[config.mk]
export PLATFORM = sky130hd
export DESIGN_NAME = ps2_cmd_sequencer_flat
export DESIGN_NICKNAME = d
export VERILOG_FILES = /design/src/rtl/ps2_cmd_sequencer_pkg.sv /design/src/rtl/ps2_cmd_sequencer_if.sv /design/src/rtl/ps2_ack_timer.sv /design/src/rtl/ps2_cmd_sequencer.sv /design/src/flat_wrapper.sv
export SDC_FILE = /design/constraint.sdc
export NUM_CORES = 1
export LEC_CHECK = 0
export ABC_AREA = 1
export CAP_MARGIN = 40
export CELL_PAD_IN_SITES_DETAIL_PLACEMENT = 1
export CELL_PAD_IN_SITES_GLOBAL_PLACEMENT = 2
export CORE_MARGIN = 3
export CORE_UTILIZATION = 27
export CTS_BUF_LIST = sky130_fd_sc_hd__clkbuf_8
export DETAILED_ROUTE_END_ITERATION = 6
export GPL_ROUTABILITY_DRIVEN = 0
export GPL_TIMING_DRIVEN = 0
export PLACE_DENSITY = 0.86
export SETUP_SLACK_MARGIN = 0.3
export SLEW_MARGIN = 10
export SYNTH_ARGS = -nofsm -noshare
export SYNTH_HDL_FRONTEND = slang
export SYNTH_SLANG_ARGS = --single-unit
[constraint.sdc]
create_clock -name clk -period 2.3 [get_ports clk]
set_input_delay 0.46 -clock clk [delete_from_list [all_inputs] [get_ports clk]]
set_output_delay 0.46 -clock clk [all_outputs]
set_load 0.005 [all_outputs]
[src/rtl/ps2_cmd_sequencer_pkg.sv]
// Shared constants, state encoding and sizing helper for the PS/2 command sequencer.
package ps2_cmd_sequencer_pkg;

    localparam logic [7:0] PS2_ACK    = 8'hFA;
    localparam logic [7:0] PS2_RESEND = 8'hFE;

    typedef enum logic [2:0] {
        ST_IDLE     = 3'd0,
        ST_SEND     = 3'd1,
        ST_WAIT_TX  = 3'd2,
        ST_WAIT_ACK = 3'd3,
        ST_DONE     = 3'd4
    } state_t;

    // Counter width able to hold n-1; never narrower than one bit.
    function automatic int cnt_width(input int n);
        return (n > 1) ? $clog2(n) : 1;
    endfunction

endpackage

[src/rtl/ps2_cmd_sequencer_if.sv]
// Transmitter/receiver link between the command sequencer (master) and the PS/2 PHY (slave).
interface ps2_cmd_sequencer_if;
    logic       tx_write;
    logic [7:0] tx_byte;
    logic       tx_idle;
    logic       tx_done;
    logic       rx_done;
    logic [7:0] rx_byte;

    modport master (
        output tx_write, tx_byte,
        input  tx_idle, tx_done, rx_done, rx_byte
    );

    modport slave (
        input  tx_write, tx_byte,
        output tx_idle, tx_done, rx_done, rx_byte
    );
endinterface

[src/rtl/ps2_ack_timer.sv]
// Acknowledge timeout counter. Counts down from ACK_TIMEOUT-1 after a clear, so the
// terminal count of zero lands on the same cycle an up-count would reach ACK_TIMEOUT-1.
module ps2_ack_timer
    import ps2_cmd_sequencer_pkg::*;
#(
    parameter int ACK_TIMEOUT = 1_000_000
) (
    input  logic clk,
    input  logic rst,
    input  logic clr,
    input  logic en,
    output logic expired
);

    localparam int                TMR_W   = cnt_width(ACK_TIMEOUT);
    localparam logic [TMR_W-1:0]  TC_LOAD = TMR_W'(ACK_TIMEOUT - 1);

    logic [TMR_W-1:0] cnt_q;
    logic [TMR_W-1:0] cnt_d;

    // Next count: reload on clear, otherwise step down while enabled and not yet at zero.
    always_comb begin
        cnt_d = cnt_q;
        if (clr) begin
            cnt_d = TC_LOAD;
        end else if (en && (cnt_q != '0)) begin
            cnt_d = cnt_q - TMR_W'(1);
        end
    end

    // Count register.
    always_ff @(posedge clk) begin
        if (rst) begin
            cnt_q <= '0;
        end else begin
            cnt_q <= cnt_d;
        end
    end

    assign expired = en && (cnt_q == '0);

endmodule

[src/rtl/ps2_cmd_sequencer.sv]
// PS/2 host command sequencer: round-robin arbitration between two requesters,
// byte-at-a-time transmit with ACK/RESEND handling and a per-command retry budget.
//
// state       | meaning
// ------------+------------------------------------------------------------
// ST_IDLE     | no command; sample req and grant
// ST_SEND     | present byte, strobe tx_write once the transmitter is idle
// ST_WAIT_TX  | frame on the wire, waiting for tx_done
// ST_WAIT_ACK | waiting for device response, timeout timer running
// ST_DONE     | one-cycle done pulse with err, rotate round-robin pointer
module ps2_cmd_sequencer
    import ps2_cmd_sequencer_pkg::*;
#(
    parameter int ACK_TIMEOUT = 1_000_000,
    parameter int MAX_RETRY   = 2
) (
    input  logic                    clk,
    input  logic                    rst,
    input  logic [1:0]              req,
    input  logic [7:0]              cmd0,
    input  logic [7:0]              cmd1,
    input  logic [7:0]              arg0,
    input  logic [7:0]              arg1,
    input  logic [1:0]              has_arg,
    output logic [1:0]              gnt,
    output logic [1:0]              done,
    output logic                    err,
    output logic                    busy,
    ps2_cmd_sequencer_if.master     link
);

    localparam int               RTY_W   = cnt_width(MAX_RETRY + 1);
    localparam logic [RTY_W-1:0] RTY_MAX = RTY_W'(MAX_RETRY);

    state_t           state_q, state_d;
    logic [1:0]       gnt_q, gnt_d;
    logic [7:0]       cmd_q, cmd_d;
    logic [7:0]       arg_q, arg_d;
    logic             has_arg_q, has_arg_d;
    logic             arg_phase_q, arg_phase_d;
    logic [RTY_W-1:0] retry_q, retry_d;
    logic             err_q, err_d;
    logic             rr_q, rr_d;   // 1: requester 1 wins a tie next

    logic             grant_hi;
    logic             tx_write_c;
    logic             tmr_clr;
    logic             tmr_en;
    logic             tmr_expired;

    ps2_ack_timer #(
        .ACK_TIMEOUT (ACK_TIMEOUT)
    ) u_ack_timer (
        .clk     (clk),
        .rst     (rst),
        .clr     (tmr_clr),
        .en      (tmr_en),
        .expired (tmr_expired)
    );

    assign tmr_en = (state_q == ST_WAIT_ACK);

    // Next-state, arbitration, command latching and response decoding.
    always_comb begin
        state_d     = state_q;
        gnt_d       = gnt_q;
        cmd_d       = cmd_q;
        arg_d       = arg_q;
        has_arg_d   = has_arg_q;
        arg_phase_d = arg_phase_q;
        retry_d     = retry_q;
        err_d       = err_q;
        rr_d        = rr_q;
        grant_hi    = 1'b0;
        tx_write_c  = 1'b0;
        tmr_clr     = 1'b0;

        case (state_q)
            ST_IDLE: begin
                if (req != 2'b00) begin
                    grant_hi    = req[1] && (!req[0] || rr_q);
                    gnt_d       = grant_hi ? 2'b10 : 2'b01;
                    cmd_d       = grant_hi ? cmd1 : cmd0;
                    arg_d       = grant_hi ? arg1 : arg0;
                    has_arg_d   = grant_hi ? has_arg[1] : has_arg[0];
                    retry_d     = '0;
                    arg_phase_d = 1'b0;
                    err_d       = 1'b0;
                    state_d     = ST_SEND;
                end
            end
            ST_SEND: begin
                if (link.tx_idle) begin
                    tx_write_c = 1'b1;
                    state_d    = ST_WAIT_TX;
                end
            end
            ST_WAIT_TX: begin
                if (link.tx_done) begin
                    tmr_clr = 1'b1;
                    state_d = ST_WAIT_ACK;
                end
            end
            ST_WAIT_ACK: begin
                // A recognised response beats a simultaneous timeout; other bytes are noise.
                if (link.rx_done && (link.rx_byte == PS2_ACK)) begin
                    if (has_arg_q && !arg_phase_q) begin
                        arg_phase_d = 1'b1;
                        state_d     = ST_SEND;
                    end else begin
                        err_d   = 1'b0;
                        state_d = ST_DONE;
                    end
                end else if (link.rx_done && (link.rx_byte == PS2_RESEND)) begin
                    if (retry_q < RTY_MAX) begin
                        retry_d = retry_q + RTY_W'(1);
                        state_d = ST_SEND;
                    end else begin
                        err_d   = 1'b1;
                        state_d = ST_DONE;
                    end
                end else if (tmr_expired) begin
                    err_d   = 1'b1;
                    state_d = ST_DONE;
                end
            end
            ST_DONE: begin
                gnt_d   = 2'b00;
                rr_d    = gnt_q[0];
                state_d = ST_IDLE;
            end
            default: begin
                state_d = ST_IDLE;
            end
        endcase
    end

    // State and latch registers.
    always_ff @(posedge clk) begin
        if (rst) begin
            state_q     <= ST_IDLE;
            gnt_q       <= 2'b00;
            cmd_q       <= 8'h00;
            arg_q       <= 8'h00;
            has_arg_q   <= 1'b0;
            arg_phase_q <= 1'b0;
            retry_q     <= '0;
            err_q       <= 1'b0;
            rr_q        <= 1'b0;
        end else begin
            state_q     <= state_d;
            gnt_q       <= gnt_d;
            cmd_q       <= cmd_d;
            arg_q       <= arg_d;
            has_arg_q   <= has_arg_d;
            arg_phase_q <= arg_phase_d;
            retry_q     <= retry_d;
            err_q       <= err_d;
            rr_q        <= rr_d;
        end
    end

    assign gnt           = gnt_q;
    assign done          = (state_q == ST_DONE) ? gnt_q : 2'b00;
    assign err           = (state_q == ST_DONE) && err_q;
    assign busy          = (state_q != ST_IDLE);
    assign link.tx_write = tx_write_c;
    assign link.tx_byte  = arg_phase_q ? arg_q : cmd_q;

endmodule

[src/flat_wrapper.sv]
// flat-port wrapper written by rule: the top's interface ports become plain ports
module ps2_cmd_sequencer_flat import ps2_cmd_sequencer_pkg::*;
#(
    parameter int ACK_TIMEOUT = 1_000_000,
    parameter int MAX_RETRY   = 2
)
  (clk, rst, req, cmd0, cmd1, arg0, arg1, has_arg, gnt, done, err, busy, link_tx_write, link_tx_byte, link_tx_idle, link_tx_done, link_rx_done, link_rx_byte);
  ps2_cmd_sequencer_if link_i ();
  input  logic clk;
  input  logic rst;
  input  logic [1:0] req;
  input  logic [7:0] cmd0;
  input  logic [7:0] cmd1;
  input  logic [7:0] arg0;
  input  logic [7:0] arg1;
  input  logic [1:0] has_arg;
  output logic [1:0] gnt;
  output logic [1:0] done;
  output logic err;
  output logic busy;
  output wire logic [$bits(link_i.tx_write)-1:0] link_tx_write;
  output wire logic [$bits(link_i.tx_byte)-1:0] link_tx_byte;
  input wire logic [$bits(link_i.tx_idle)-1:0] link_tx_idle;
  input wire logic [$bits(link_i.tx_done)-1:0] link_tx_done;
  input wire logic [$bits(link_i.rx_done)-1:0] link_rx_done;
  input wire logic [$bits(link_i.rx_byte)-1:0] link_rx_byte;
  assign link_tx_write = link_i.tx_write;
  assign link_tx_byte = link_i.tx_byte;
  assign link_i.tx_idle = link_tx_idle;
  assign link_i.tx_done = link_tx_done;
  assign link_i.rx_done = link_rx_done;
  assign link_i.rx_byte = link_rx_byte;
  ps2_cmd_sequencer #(.ACK_TIMEOUT(ACK_TIMEOUT), .MAX_RETRY(MAX_RETRY)) u_core (.clk(clk), .rst(rst), .req(req), .cmd0(cmd0), .cmd1(cmd1), .arg0(arg0), .arg1(arg1), .has_arg(has_arg), .gnt(gnt), .done(done), .err(err), .busy(busy), .link(link_i));
endmodule
==> key figures <==
Logic synthesis
  • Avg Cell Area, Syn: 6.44 sq um
  • Mapped Area: 2740 sq um
  • Unique masters post-synth: 39
  • Post-synthesis sequential area ratio: 34.4%
  • Syn Inst Count: 425
  • YS warnings: 0
  • Post-synthesis register bit count: 47
  • Synth area leader: dfxtp_1
  • Post-synthesis net count: 475
  • Share of the synthesized area in the top cell type: 34.4%
  • Largest cells by area after synthesis: dfxtp_1 34%, nand2_1 15%, nor2_1 9.0%, a21oi_1 8.4%, inv_1 5.8%

Timing
  • Worst hold slack: 0.473 ns
  • Least-Margin Pin Slew: 0.599 ns
  • Final setup viols: 0
  • Max transition margin: 60.1%
  • Hold Violations, Final: 0
  • Fmax: 518 MHz
  • Fin crit share: 84.0%
  • Worst Skew: 0.0146 ns
  • Tmin final: 1.93 ns
  • Max Transition Viols Final: 0
  • RSZ-0062 raised after global routing: no

Die
  • Die H: 107 um
  • FP Rows: 36
  • Die width: 107 um
  • Starting density of the core: 27.9%
  • I/O Pins: 64
  • Die area: 11400 sq um
  • Core Box Area: 9820 sq um

Power and ir drop
  • Seq pwr share: 27.5%
  • Net switching power: 2.13 mW
  • Logic pwr share: 58.8%
  • Sw Ratio: 46.4%
  • VDD IR max: 357 uV
  • Cell-internal power: 2.46 mW
  • LEAKAGE: 1.70 nW
  • Power density over the cells: 1230 nW/um^2
  • Clk pwr share: 13.7%

GRT
  • GRT overflow: 0
  • Largest net degree at the start of global routing: 16
  • First-pass GRT wire length: 14.8 mm
  • Number of global-route vias before repair: 3072
  • GRT Total Usage: 16.0%
  • Initial antenna violation count: 0

Critical path
  • Crit Path Category: reg -> out
  • Stages on the worst setup path: 5
  • Critical Path Most Common Cell: nand2_1
  • Crit path max-delay family: buffers and inverters
  • CP peak stage delay: 0.49 ns
  • Arrival time at the worst endpoint: 1.47 ns
  • Critical Path Start Type: flip-flop
  • Buf/Inv on CP: 3
  • CP endpoint kind: output port
  • Critical Path RT: 1.84 ns
  • Reg2reg path depth: 12
  • Crit-path max FO: 10
  • CP max stage cell: clkdlybuf4s50_1
  • Critical Path, Cell by Cell: clkbuf_8 -> inv_8 -> nand2_1 -> nand2_1 -> clkdlybuf4s50_1

Finish
  • Final instance area: 3730 sq um
  • Number of antenna diodes: 0
  • Most frequent cells in the layout: 111 x nand2_1, 66 x nor2_1, 51 x clkdlybuf4s50_1
  • Area grow syn2layout: 36.4%
  • Commonest non-fill, non-tap cell in the layout: nand2_1
  • Layout cells sized above 1: 9.84%
  • Final-stage net count: 547

CTS
  • CTS Buf Count: 5
  • CTS tree: built
  • Hold_buf cts: 0
  • CTS sink count: 47
  • Clock-pin slew on the worst setup and hold paths: 0.10 ns
  • Root buf cell: clkbuf_8
  • Clock Path Buffers: 2
  • CTS H-tree depth: 2
  • Worst-Skew Late Latency: 0.31 ns

Detailed routing
  • Via density: 4.64
  • # DRC: 0
  • Iter 0 DRT Violations: 54
  • Post-Route WL: 8.82 mm
  • Post-route ant nets: 0
  • Pre-Repair DR Iteration Count: 4
  • Vias: 2930
  • Average wire per standard cell: 14.0 um

Run
  • Max cap viols: 0

Placement
  • Placed cell area: 3540 sq um
  • IO Port Bufs: 63
  • DP HPWL: 7.11 mm

Min path
  • Worst hold path class: reg -> reg
  • Hold depth: 2

Outcome
  • Status: finished clean
flip-flops by register name, indices dropped and copies added (netlist names):
signal                    flops
u_core.u_ack_timer.cnt_q     20
u_core.arg_q                  8
u_core.cmd_q                  8
u_core.state_q                3
u_core.gnt                    2
u_core.retry_q                2
u_core.arg_phase_q            1
u_core.err_q                  1
u_core.has_arg_q              1
u_core.rr_q                   1
layout make-up:
class	count	area, sq um
Sequential cell	47	948
Clock inverter	3	43.8
Tap cell	133	166
Clock buffer	5	68.8
Buffer	12	86.3
Inverter	45	181
Multi-Input combinational cell	321	1590
Timing Repair Buffer	65	649
Fill cell	1321	6080
power by group through the flow:
stage                     sequential, mW  combinational (mW)  clock (mW)
after floorplan                     1.21                1.94           0
after global placement              1.25                2.62           0
after detailed placement            1.26                2.68           0
after CTS                           1.26                2.72       0.644
after global routing                1.30                3.06       0.677
final                               1.26                2.70       0.629
cells by family after synthesis:
family	count (synthesis)	synth area share (%)
AOI/OAI and AO/OA	82	16.3
xor gates and xnor gates	8	2.56
adders and majority gates	1	0.457
buffers and inverters	57	9.00
DFF	47	34.4
and+or+nand+nor	230	37.3
stage by stage:
stage / worst slack (ns) / TNS, ns / instances / power [mW] / util, %
final: 0.369 / 0 / 631 / 4.59 / 38.0
after global routing: 0.302 / 0 / 631 / 5.03 / 38.0
after CTS: 0.305 / 0 / 631 / 4.63 / 37.7
after detailed placement: -0.134 / -1.32 / 621 / 3.94 / 36.0
after global placement: -0.0905 / -0.667 / 621 / 3.87 / 36.0
after floorplan: 0.662 / 0 / 425 / 3.14 / -
Yosys cell counts, drive strengths merged:
| cell | n |
|---|---|
| dfxtp | 47 |
| inv | 44 |
| o21ai | 28 |
| nand3b | 3 |
| nand3 | 24 |
| a2111oi | 1 |
| ha | 1 |
| a21oi | 48 |
| xnor2 | 4 |
| o22ai | 1 |
| nand4 | 9 |
| nor2 | 73 |
| clkinv | 1 |
| a31oi | 2 |
| buf | 4 |
| nor3 | 7 |
| xor2 | 4 |
| nand2 | 114 |
| a221oi | 1 |
| clkbuf | 8 |
| o21bai | 1 |
worst min-delay path, cell delays in order (launching register included):
cell and delay, ns:
dfxtp_1 0.32, nand2_1 0.06, a21oi_1 0.05
final timing paths:
kind / startpoint / endpoint / slack [ns]
setup / recovery: u_core.arg_phase_q$_SDFFE_PP0P_ / link_tx_byte[6] / 0.37
hold / removal: u_core.arg_q[4]$_SDFFE_PP0P_ / u_core.arg_q[4]$_SDFFE_PP0P_ / 0.47
setup reg to reg: u_core.u_ack_timer.cnt_q[0]$_SDFFE_PP0P_ / u_core.u_ack_timer.cnt_q[18]$_SDFFE_PP0P_ / 0.43
hold reg to reg: u_core.arg_q[4]$_SDFFE_PP0P_ / u_core.arg_q[4]$_SDFFE_PP0P_ / 0.47
what timing repair did:
action                     4_1_cts  5_1_grt
pin swaps                        3        0
resized for setup               27       12
setup buffers                    2        0
setup endpoints to repair       27       23
routing by layer:
metal / track usage [%] / vias up / routed length, um
met3: 3.55 / 6 / 401
met2: 27.4 / 51 / 4230
met5: 0 / - / 0
li1: - / 1519 / -
met1: 20.8 / 1354 / 4110
met4: 2.92 / 0 / 68
No activity file was read; power rests on OpenSTA's default activity.
